--- config.mk ---
export PLATFORM = sky130hd
export DESIGN_NAME = io_uart_tx_port
export DESIGN_NICKNAME = d
export VERILOG_FILES = /design/src/rtl/io_uart_pkg.sv /design/src/rtl/io_uart_tx_port_uart_tx_byte.sv /design/src/rtl/io_uart_tx_port.sv
export SDC_FILE = /design/constraint.sdc
export NUM_CORES = 1
export LEC_CHECK = 0
export ABC_AREA = 1
export CORE_MARGIN = 2
export CORE_UTILIZATION = 55
export DETAILED_ROUTE_END_ITERATION = 10
export PLACE_DENSITY = 0.81
export SYNTH_ARGS = -nofsm -noshare
export SYNTH_HDL_FRONTEND = slang
export SYNTH_SLANG_ARGS = --single-unit
--- constraint.sdc ---
create_clock -name clk -period 5.4 [get_ports clk]
set_input_delay 0.81 -clock clk [delete_from_list [all_inputs] [get_ports clk]]
set_output_delay 0.81 -clock clk [all_outputs]
set_load 0.02 [all_outputs]
--- src/rtl/io_uart_pkg.sv ---
// Shared definitions for the io_uart_tx_port slice: FSM state encoding, io_in status
// bit positions and frame lengths. Optional feature macro: IO_UART_PARITY_EN (8E1 frames).
package io_uart_pkg;

`ifdef IO_UART_PARITY_EN
    typedef enum logic [2:0] {StIdle, StStart, StData, StParity, StStop} tx_state_e;
`else
    typedef enum logic [2:0] {StIdle, StStart, StData, StStop} tx_state_e;
`endif

    // io_in status word layout; bits [9:0] always read as zero.
    localparam int unsigned IO_IN_BUSY      = 15;
    localparam int unsigned IO_IN_FULL      = 14;
    localparam int unsigned IO_IN_OVERFLOW  = 13;
    localparam int unsigned IO_IN_COUNT_LSB = 10;
    localparam int unsigned IO_IN_COUNT_W   = 3;

    // Bit times per serial byte: start + 8 data (+ parity) + stop.
    localparam int unsigned BITS_PER_FRAME_8N1 = 10;
    localparam int unsigned BITS_PER_FRAME_8E1 = 11;

`ifdef IO_UART_PARITY_EN
    localparam int unsigned BITS_PER_FRAME = BITS_PER_FRAME_8E1;
`else
    localparam int unsigned BITS_PER_FRAME = BITS_PER_FRAME_8N1;
`endif

endpackage

--- src/rtl/io_uart_tx_port_uart_tx_byte.sv ---
// uart_tx_byte: serialises one byte as START / 8 data LSB-first / [PARITY] / STOP.
// Accepts a new byte in IDLE, or on the last STOP cycle so bytes can run back-to-back.
// Optional feature macro: IO_UART_PARITY_EN adds an even-parity bit (8E1).
module uart_tx_byte
    import io_uart_pkg::*;
#(
    parameter int unsigned CLKS_PER_BIT = 16
) (
    input  logic       clk,
    input  logic       reset,
    input  logic [7:0] data,
    input  logic       valid,
    output logic       ready,
    output logic       idle,
    output logic       tx
);

    localparam int unsigned CW = (CLKS_PER_BIT > 1) ? $clog2(CLKS_PER_BIT) : 1;
    localparam logic [CW-1:0] CNT_MAX = CW'(CLKS_PER_BIT - 1);

    tx_state_e     state;
    logic [CW-1:0] cnt;
    logic [2:0]    bit_idx;
    logic [7:0]    shreg;
    logic          bit_done;
`ifdef IO_UART_PARITY_EN
    logic          parity;
`endif

    assign bit_done = (cnt == '0);
    assign idle     = (state == StIdle);
    assign ready    = idle || ((state == StStop) && bit_done);

    // Frame sequencer; tx is registered so the line changes only on clock edges.
    always_ff @(posedge clk or posedge reset) begin
        if (reset) begin
            state   <= StIdle;
            tx      <= 1'b1;
            cnt     <= '0;
            bit_idx <= '0;
            shreg   <= '0;
`ifdef IO_UART_PARITY_EN
            parity  <= 1'b0;
`endif
        end else begin
            case (state)
                StIdle: begin
                    if (valid) begin
                        state  <= StStart;
                        tx     <= 1'b0;
                        cnt    <= CNT_MAX;
                        shreg  <= data;
`ifdef IO_UART_PARITY_EN
                        parity <= ^data;
`endif
                    end
                end
                StStart: begin
                    if (bit_done) begin
                        state   <= StData;
                        tx      <= shreg[0];
                        cnt     <= CNT_MAX;
                        bit_idx <= '0;
                    end else begin
                        cnt <= cnt - CW'(1);
                    end
                end
                StData: begin
                    if (bit_done) begin
                        cnt <= CNT_MAX;
                        if (bit_idx == 3'd7) begin
`ifdef IO_UART_PARITY_EN
                            state <= StParity;
                            tx    <= parity;
`else
                            state <= StStop;
                            tx    <= 1'b1;
`endif
                        end else begin
                            // tx already shows shreg[0]; shift and present the next bit.
                            bit_idx <= bit_idx + 3'd1;
                            shreg   <= {1'b0, shreg[7:1]};
                            tx      <= shreg[1];
                        end
                    end else begin
                        cnt <= cnt - CW'(1);
                    end
                end
`ifdef IO_UART_PARITY_EN
                StParity: begin
                    if (bit_done) begin
                        state <= StStop;
                        tx    <= 1'b1;
                        cnt   <= CNT_MAX;
                    end else begin
                        cnt <= cnt - CW'(1);
                    end
                end
`endif
                StStop: begin
                    if (bit_done) begin
                        if (valid) begin
                            state  <= StStart;
                            tx     <= 1'b0;
                            cnt    <= CNT_MAX;
                            shreg  <= data;
`ifdef IO_UART_PARITY_EN
                            parity <= ^data;
`endif
                        end else begin
                            state <= StIdle;
                        end
                    end else begin
                        cnt <= cnt - CW'(1);
                    end
                end
                default: begin
                    state <= StIdle;
                    tx    <= 1'b1;
                end
            endcase
        end
    end

endmodule

--- src/rtl/io_uart_tx_port.sv ---
// io_uart_tx_port: every change on io_out is queued and sent over UART, low byte first.
// io_in returns {busy, full, overflow, count[2:0], 10'b0}, registered.
// Optional feature macro: IO_UART_PARITY_EN (8E1 frames instead of 8N1).
module io_uart_tx_port
    import io_uart_pkg::*;
#(
    parameter int unsigned CLKS_PER_BIT = 16,
    parameter int unsigned FIFO_DEPTH   = 4
) (
    input  logic        clk,
    input  logic        reset,
    input  logic [15:0] io_out,
    output logic [15:0] io_in,
    output logic        tx
);

    localparam int unsigned PW = (FIFO_DEPTH > 1) ? $clog2(FIFO_DEPTH) : 1;
    localparam logic [PW-1:0] PTR_LAST = PW'(FIFO_DEPTH - 1);
    localparam logic [IO_IN_COUNT_W-1:0] CNT_FULL = IO_IN_COUNT_W'(FIFO_DEPTH);

    logic [15:0]              last;
    logic [15:0]              mem [FIFO_DEPTH];
    logic [PW-1:0]            rd_ptr;
    logic [PW-1:0]            wr_ptr;
    logic [IO_IN_COUNT_W-1:0] count;
    logic                     overflow;
    logic [7:0]               hi_byte;
    logic                     hi_pending;  // low byte sent, high byte still owed

    logic       push_req;
    logic       push;
    logic       pop;
    logic       fifo_empty;
    logic       fifo_full;
    logic       tx_valid;
    logic       tx_ready;
    logic       tx_idle;
    logic [7:0] tx_data;
    logic       busy;
    logic [15:0] status;

    assign push_req   = (io_out != last);
    assign fifo_empty = (count == '0);
    assign fifo_full  = (count == CNT_FULL);
    // A new word is only taken from the FIFO while the shifter idles, giving one idle
    // cycle between words; the high byte follows the low byte with no gap.
    assign tx_valid   = hi_pending || (!fifo_empty && tx_idle);
    assign tx_data    = hi_pending ? hi_byte : mem[rd_ptr][7:0];
    assign pop        = tx_valid && tx_ready && !hi_pending;
    assign push       = push_req && (!fifo_full || pop);
    assign busy       = !fifo_empty || !tx_idle;

    // Write detection: remember the last io_out value seen.
    always_ff @(posedge clk or posedge reset) begin
        if (reset) begin
            last <= '0;
        end else if (push_req) begin
            last <= io_out;
        end
    end

    // FIFO storage; contents are don't-care while the count says empty.
    always_ff @(posedge clk) begin
        if (push) begin
            mem[wr_ptr] <= io_out;
        end
    end

    // FIFO pointers, occupancy and sticky overflow.
    always_ff @(posedge clk or posedge reset) begin
        if (reset) begin
            rd_ptr   <= '0;
            wr_ptr   <= '0;
            count    <= '0;
            overflow <= 1'b0;
        end else begin
            if (push) begin
                wr_ptr <= (wr_ptr == PTR_LAST) ? '0 : wr_ptr + PW'(1);
            end
            if (pop) begin
                rd_ptr <= (rd_ptr == PTR_LAST) ? '0 : rd_ptr + PW'(1);
            end
            if (push && !pop) begin
                count <= count + IO_IN_COUNT_W'(1);
            end else if (pop && !push) begin
                count <= count - IO_IN_COUNT_W'(1);
            end
            if (push_req && !push) begin
                overflow <= 1'b1;
            end
        end
    end

    // Two-byte sequencing: capture the high byte when the low byte is handed over.
    always_ff @(posedge clk or posedge reset) begin
        if (reset) begin
            hi_pending <= 1'b0;
            hi_byte    <= '0;
        end else if (tx_valid && tx_ready) begin
            if (hi_pending) begin
                hi_pending <= 1'b0;
            end else begin
                hi_pending <= 1'b1;
                hi_byte    <= mem[rd_ptr][15:8];
            end
        end
    end

    // Assemble the status word from current state.
    always_comb begin
        status = '0;
        status[IO_IN_BUSY] = busy;
        status[IO_IN_FULL] = fifo_full;
        status[IO_IN_OVERFLOW] = overflow;
        status[IO_IN_COUNT_LSB +: IO_IN_COUNT_W] = count;
    end

    // Registered status, one cycle behind the FIFO/FSM state.
    always_ff @(posedge clk or posedge reset) begin
        if (reset) begin
            io_in <= '0;
        end else begin
            io_in <= status;
        end
    end

    uart_tx_byte #(
        .CLKS_PER_BIT(CLKS_PER_BIT)
    ) u_tx_byte (
        .clk  (clk),
        .reset(reset),
        .data (tx_data),
        .valid(tx_valid),
        .ready(tx_ready),
        .idle (tx_idle),
        .tx   (tx)
    );

endmodule

After elaboration in Yosys (flattened, before gate mapping):

Memory sizes are Yosys's and may differ from the RTL's.
Cells that the tools add are included.

* bits of input ports: 18
* bits in registers: 58
* memory bits (writable): 64
* memories: 1
* logic and storage cells: 100
* output and inout port bits: 17

* reduce and logical (&&, ||, !) cells: 31
* eq/ne operators: 14
* muxes and demuxes: 34
* add/subtract/negate cells: 6
* bitwise gates (word level): 1

Memory list
* mem: depth 4, bits a word 16, read ports 1, clocked after memory_dff 0, write ports 1, RTL line io_uart_tx_port.sv:22 `logic [15:0] mem [FIFO_DEPTH];`

Operators by type and width (number)
* $mux 8: 5
* $mux 3: 10
* $pmux 8 s3: 1
* $ne 16x16->1: 1
* $mux 4: 3
* $pmux 3 s4: 1
* $pmux 4 s3: 1
* $mux 1: 9
* $logic_and 1x1->1: 8
* $ne 2x1->1 const B: 4
* $reduce_and 4->1: 2
* $add 3x1->3 const B: 2
* $eq 3x2->1 const B: 2
* $eq 3x3->1 const B: 2
* $logic_not 1->1: 6
* $logic_not 3->1: 2
* $pmux 3 s2: 1
* $reduce_bool 3->1: 2
* $reduce_and 5->1: 1
* $add 2x1->2 const B: 2
* $eq 2x2->1 const B: 2
* $logic_not 4->1: 1
* $logic_or 1x1->1: 4
* $mux 2: 2
* 10 further kinds: 12

Depth between registers and ports, before layout:

Gate-level depths: netlist (run 1).

* depth after elaboration: 12
* gate-level depth with buffers: 16
* mapped depth without buffers: 16

By module:

From an unflattened synthesis (run 1), not the netlist that was laid out.

* cell total of the unflattened synthesis: 572
* area total of the unflattened synthesis: 5584.1 um^2

Modules (own cells, without submodules)
* io_uart_tx_port: sequential area each 2897.8 um^2, cells an instance 407, instances 1, area each 4398.0 um^2
* uart_tx_byte: sequential area each 451.7 um^2, cells an instance 165, instances 1, area each 1186.1 um^2

Least setup slack after synthesis (run 1):

No wires, ideal clock.

* kind: input port to flip-flop
* start point: input io_out[9]
* end point: memory mem[0][0] (enable)
* required time: 5011 ps
* cell stages on the path: 9
* slack: 3005 ps
* arrival: 2006 ps
* library setup time: 389 ps
* path through: nand2_1 -> inv_1 -> nor2_1 -> nor2_1 -> nand2_1 -> nor2_1 -> nand2_1 -> nand2_4 -> nor2_1

* longest elaborated chain between the ends: 4

Ends and longest elaborated chain
* start, declared: RTL line io_uart_tx_port.sv:12 `input logic [15:0] io_out,`
* $ne 16x16->1: RTL line io_uart_tx_port.sv:42 `assign push_req = (io_out != last);`
* $logic_and 1x1->1: RTL line io_uart_tx_port.sv:50 `assign push = push_req && (!fifo_full || pop);`
* $mux 1: RTL line io_uart_tx_port.sv:64 `if (push) begin`
* $mux 1 (implied by the code): RTL line io_uart_tx_port.sv:65 `mem[wr_ptr] <= io_out;`
* end, declared: RTL line io_uart_tx_port.sv:22

No other way between the ends.

Final worst setup path (run 1):

* start point: input io_out[11]
* end point: register count[1]

* longest elaborated chain between the ends: 5
* elaborated cells between the ends (all ways): 7

Ends and longest elaborated chain
* $ne 16x16->1 *: RTL line io_uart_tx_port.sv:42
* $logic_and 1x1->1 *: RTL line io_uart_tx_port.sv:50
* net push: RTL line io_uart_tx_port.sv:31 `logic push;`
* $logic_not 1->1: RTL line io_uart_tx_port.sv:85 `end else if (pop && !push) begin`
* $logic_and 1x1->1: RTL line io_uart_tx_port.sv:85
* $reduce_bool 2->1 (no line)
* end signal, assigned: RTL line io_uart_tx_port.sv:84 `count <= count + IO_IN_COUNT_W'(1);`
* end signal, assigned: RTL line io_uart_tx_port.sv:86 `count <= count - IO_IN_COUNT_W'(1);`
* end, declared: RTL line io_uart_tx_port.sv:25 `logic [IO_IN_COUNT_W-1:0] count;`

The timed path passes the listed nets; every way through them passes the cells marked *.
A chain may end at the register's enable or synchronous reset.

==> flow_metrics.tcl, run 1 <==
set metrics [dict create \
    ctsResizeCount 0 \
    grt_max_degree 58 \
    whs_ns 0.3832 \
    grt_antenna_before_repair 0 \
    crit_type "in -> reg" \
    yosysUniqueCellTypes 36 \
    critPathRequiredTime_ns 5.80 \
    synth_top_cells_by_area "edfxtp_1 (35%), dfrtp_1 (25%), nand2_1 (9.6%)" \
    grt_overflow 0 \
    yosys_warnings 0 \
    fin_nets 622 \
    path_clk_slew_ns 0.06 \
    syn_area_um2 5532 \
    fin_ws_ns 2.615 \
    io_pins 35 \
    wirelength_mm 10.68 \
    synth.avg_cell_area_um2 9.687 \
    wl_per_cell_um 14.55 \
    fp.dieW_um 104.3 \
    synth_cells 571 \
    die_area_um2 10880 \
    fin_crit_ns 2.785 \
    numPortBuffers 24 \
    hold_violations 0 \
    synthArstFlopShare_pct 47.11 \
    power_density_nw_per_um2 458.3 \
    cts.htree.levels 4 \
    yosys.area.top_type "edfxtp_1" \
    ys.flop_type "edfxtp_1" \
    finalSetupTns_ns 0 \
    dp.cells 702 \
    yosysTopAreaCellShare_pct 34.74 \
    vias 3834 \
    grtUsageTotal_pct 21.03 \
    clockBufferDepth 2 \
    clock_skew_ns 0.008961 \
    rsz0062_at_grt "false" \
    row_count 36 \
    cts_buffers 17 \
    p_leak_nw 2.872 \
    cts_hold_buffers 0 \
    ys_seq_area_share_pct 60.55 \
    setup_viol 0 \
    cp_max_fo 7 \
    area_growth_pct 15.27 \
    dr.pass1.iters 5 \
    worst_pin_slew_ns 0.7374 \
    ant_nets 0 \
    num_antenna_cells 0 \
    hp-class "reg -> reg" \
    dp.final_hpwl_mm 6.597 \
    grt_pass1_wl_mm 17.62 \
    slew_headroom_pct 50.84 \
    placed_cell_area_um2 5758 \
    die_height_um 104.3 \
    synth_seq_cells 121 \
    initial_utilization_pct 56.59 \
    gp_congestion 0.8485 \
    arrival_ns 3.19 \
    synth_edf_count 64 \
    root_buffer "clkbuf_8" \
    drt_iter0_markers 241 \
    timing.rr.start "u_tx_byte.state[1]" \
    cts_tree "done" \
    fin_crit_sh_pct 51.57 \
    drive_above_1_share_pct 10.15 \
    pre_cts_ws_ns 2.128 \
    crit_path_end_kind "register" \
    drv_cap 0 \
    cts_setup_buffers 0 \
    grt_pass1_vias 3818 \
    synth.most_common_cell "nand2_1" \
    finalNonFillerCells 734 \
    status "complete, no violations" \
    stdcell_area_um2 6376 \
    clock-sinks 121 \
    drc_errors 0 \
    hold_start "count[2]" \
    clk_latency_ns 0.53 \
    ys_top_cells_by_count "nand2_1 (142), nor2_1 (73), edfxtp_1 (64), inv_1 (57), dfrtp_1 (56)" \
    core_um2 9774 \
    start_kind "input port" \
    fmax_mhz 359.1 \
    peakVddDrop_v 0.0003357 \
    finalMaxSlewViolations 0 \
    viasPerCell 5.223 \
    startpoint "io_out[11]" \
]
## critical path, stage by stage
cell and delay, ns:
clkdlybuf4s50_1 0.58, nand2_1 0.09, inv_1 0.05, nor2_1 0.03, nor2_1 0.16, nand2_1 0.11, nor2_1 0.12, nand2_1 0.16
nand2_4 0.13, inv_1 0.08, ha_1 0.19, inv_1 0.10, fa_1 0.42, nor2_1 0.10, a21oi_1 0.05
## registers in the layout, indices dropped and copies added (netlist names), 2 cells and up
name / cells
count: 3
hi_byte: 8
io_in: 6
last: 16
mem: 64
rd_ptr: 2
u_tx_byte.bit_idx: 3
u_tx_byte.cnt: 4
u_tx_byte.shreg: 8
u_tx_byte.state: 2
wr_ptr: 2
## metal layers
metal  vias to the layer above  GRT usage (%)  wire length [um]
li1                       1856              -                 -
met1                      1842          24.64              4459
met2                       115          36.09              5489
met3                        21          5.639               573
met4                         0          9.653               161
met5                         -              0                 0
## final timing paths
path / to / slack [ns] / cells after the start
max: count[1] / 2.62 / 15
min: io_in[12] / 0.38 / 0
max reg2reg: count[2] / 2.64 / 15
min reg2reg: io_in[12] / 0.38 / 0
max in group asynchronous: io_in[12] / 4.11 / 3
min in group asynchronous: count[0] / 0.82 / 3
## power by group
part	internal, mW	total [mW]	leakage [nW]	switching (mW)
Sequential	1.22	1.29	1.25	0.0699
Clock	0.725	1.18	0.302	0.454
Combinational	0.146	0.453	1.32	0.307
Total	2.09	2.92	2.87	0.830
## cell usage in the layout, fill, tap and decap left out, types with 2 or more instances in the layout
cell type / instances
o22ai_1: 8
nand2_1: 142
buf_4: 6
a21oi_1: 13
or2_2: 6
nand3_1: 10
inv_1: 56
dfrtp_1: 56
clkbuf_16: 16
o21a_1: 2
ha_1: 15
o21ai_1: 8
edfxtp_1: 64
clkdlybuf4s50_1: 24
nor2_1: 73
xnor2_1: 2
o21ai_0: 48
inv_2: 5
nand4_1: 2
conb_1: 10
o211ai_1: 2
inv_6: 6
inv_8: 4
nand2_4: 2
bufinv_16: 3
o21ai_2: 2
nand3_2: 3
## cell families after synthesis
| group | count (synthesis) | synth area share (%) |
|---|---|---|
| flip-flops | 121 | 60.55 |
| AO/OA/AOI/OAI | 85 | 8.279 |
| AND/OR/NAND/NOR | 242 | 17.94 |
| buffers and inverters | 103 | 8.935 |
| adder cells (fa/ha/maj) | 16 | 3.755 |
| other | 1 | 0.06779 |
| XOR/XNOR | 3 | 0.4751 |
## per-stage QoR
stage	utilization (%)	power (mW)
after floorplan	-	1.566
after global placement	58.91	1.716
after detailed placement	58.91	1.747
after CTS	65.23	2.941
after global routing	65.23	3.037
final	65.23	2.922
## final cells by class
class	count	area, um^2
fill	733	3398
sequential	121	3349
multi-input combinational	356	1722
clock buffer	17	414.1
timing repair buffer	30	285.3
inverter	62	235.2
clock inverter	15	203.9
tap	133	166.4
Power figures use the tool's default switching activity.
==> run 2: changes to the inputs <==
--- a/config.mk
+++ b/config.mk
@@ -7,7 +7,7 @@
 export LEC_CHECK = 0
 export ABC_AREA = 1
 export CORE_MARGIN = 2
-export CORE_UTILIZATION = 55
+export CORE_UTILIZATION = 53
 export DETAILED_ROUTE_END_ITERATION = 10
 export PLACE_DENSITY = 0.81
 export SYNTH_ARGS = -nofsm -noshare
==> constraint.sdc (replaced) <==
create_clock -name clk -period 2.5 [get_ports clk]
set_input_delay 0.375 -clock clk [delete_from_list [all_inputs] [get_ports clk]]
set_output_delay 0.375 -clock clk [all_outputs]
set_load 0.02 [all_outputs]
==> flow_metrics.tcl, run 2 (synthesized netlist as in run 1, its figures left out) <==
set metrics [dict create \
    timing.rr.start "u_tx_byte.state[0]" \
    die_area_um2 11270 \
    critical_path.top_delay_family "adder cells" \
    top_regs "mem x64, last x16" \
    setup_viol 0 \
    slowest_delay_ns 0.43 \
    fin_nets 644 \
    fp.dieW_um 106.2 \
    power_density_nw_per_um2 956.6 \
    power.total_mw 6.304 \
    finalMaxSlewViolations 0 \
    grt_pass1_vias 3995 \
    peakVddDrop_v 0.0006940 \
    numPortBuffers 24 \
    grt_max_degree 58 \
    fmax_mhz 442.5 \
    final_cell_mix "nand2_1 (142), nor2_1 (73), edfxtp_1 (64), inv_1 (56), dfrtp_1 (56)" \
    slew_headroom_pct 67.12 \
    grt_antenna_before_repair 0 \
    arrival_ns 2.70 \
    wl_per_cell_um 14.02 \
    start_kind "register" \
    ant_nets 0 \
    grtUsageTotal_pct 21.29 \
    cts_buffers 17 \
    cts_tree "done" \
    crit_path_end_kind "register" \
    slowest_stage "dfrtp_1" \
    worst_pin_slew_ns 0.4894 \
    root_buffer "clkbuf_8" \
    core_um2 10230 \
    drc_errors 0 \
    hold_violations 0 \
    status "complete, no violations" \
    fin_crit_ns 2.260 \
    clk_latency_ns 0.52 \
    clockBufferDepth 2 \
    p_leak_nw 2.966 \
    cpMostUsedCell "inv_1" \
    vias 3860 \
    fin_crit_sh_pct 90.39 \
    reg2reg_slack_ns 0.24 \
    fin_util_pct 64.41 \
    io_pins 35 \
    final_common_cell "nand2_1" \
    finalSetupTns_ns 0 \
    cp.depth 15 \
    grt_pass1_wl_mm 18.33 \
    top_register "mem" \
    drt_iter0_markers 224 \
    path_clk_slew_ns 0.06 \
    grt_overflow 0 \
    drv_cap 0 \
    wirelength_mm 10.64 \
    dp.final_hpwl_mm 6.997 \
    critPathRequiredTime_ns 2.94 \
    row_count 37 \
    viasPerCell 5.086 \
    cts_hold_buffers 0 \
    drive_above_1_share_pct 13.16 \
    largest_reg_flops 64 \
    die_height_um 106.2 \
    path_cells "inv_1, ha_1, nand2_2, nor2_4, inv_4, nand2_4, nand2_4, inv_1, ha_1, inv_1, fa_1, nor2_1, nor2_1, nand2_1, xor2_1" \
    crit_path_end "count[2]" \
    dr.pass1.iters 6 \
    r2r.worst_path.cells 15 \
    cp_max_fo 10 \
    hp-class "in -> async" \
    cts_setup_buffers 0 \
    regToRegEndpoint "count[2]" \
    crit_buf_inv 4 \
    gp_congestion 0.7901 \
    clock_skew_ns 0.007553 \
    initial_utilization_pct 54.07 \
    area_growth_pct 19.14 \
    clock-sinks 121 \
    cts.htree.levels 4 \
    num_antenna_cells 0 \
    startpoint "u_tx_byte.state[0]" \
    crit_type "reg -> reg" \
    ctsResizeCount 0 \
    rsz0062_at_grt "false" \
]
run 2: cell count changes in the layout (fill, tap and decap cells not counted):
cell and change:
inv_6 -4, inv_8 -4, clkinv_1 +1, clkbuf_8 +1, buf_4 +17, clkinvlp_4 +6, buf_12 +5
run 2: worst min path at each step:
| stage | from | endpoint | slack (ns) |
|---|---|---|---|
| 3_5_place_dp | count[2] | io_in[12] | 0.36 |
| 4_1_cts | reset | io_in[11] | 0.23 |
| 6_report | reset | last[9] | 0.22 |
| 3_3_place_gp | count[2] | io_in[12] | 0.37 |
| 2_1_floorplan | count[2] | io_in[12] | 0.35 |
| 5_1_grt | reset | io_in[11] | 0.27 |
run 2: report_power, final:
part	switching, mW	leakage [nW]	internal [mW]
logic	0.660	1.45	0.426
clock network	0.890	0.270	1.55
registers	0.146	1.25	2.64
total	1.70	2.97	4.61
run 2: layer usage:
metal	share of wire [%]	track usage, %	vias up
met5	0	0	-
met4	2.4	9.211	0
met3	5.2	5.947	18
met2	51	37.73	103
met1	41	23.98	1844
li1	-	-	1895
run 2: area by class of cell:
type	count	area (um^2)
clock inverters	14	172.7
well taps	136	170.2
repair buffers	52	513.0
flip-flops and latches	121	3349
clock buffers	18	427.9
inverters	62	235.2
fillers	768	3641
multi-input cells	356	1722
run 2: metrics by stage:
| step | cells | hold WS [ns] | cell area (um^2) | setup WS, ns |
|---|---|---|---|---|
| finish | 759 | 0.2173 | 6590 | 0.2402 |
| global route | 759 | 0.2664 | 6590 | 0.06753 |
| CTS | 759 | 0.2337 | 6590 | 0.2464 |
| detailed placement | 727 | 0.3650 | 5989 | -0.1865 |
| global placement | 727 | 0.3674 | 5989 | -0.07024 |
| floorplan | 580 | 0.3537 | 5565 | 0.2107 |
run 2: tightest hold or removal path, stage by stage:
cell and delay (ns):
clkdlybuf4s50_1 0.41, inv_2 0.07, buf_12 0.27
==> run 3: changes to the inputs <==
--- a/config.mk
+++ b/config.mk
@@ -10,6 +10,8 @@
 export CORE_UTILIZATION = 53
 export DETAILED_ROUTE_END_ITERATION = 10
 export PLACE_DENSITY = 0.81
+export SKIP_LAST_GASP = 1
 export SYNTH_ARGS = -nofsm -noshare
 export SYNTH_HDL_FRONTEND = slang
 export SYNTH_SLANG_ARGS = --single-unit
+export TNS_END_PERCENT = 50
==> results of run 3 <==
Final layout, timing and power as in run 2 (identical DEF).
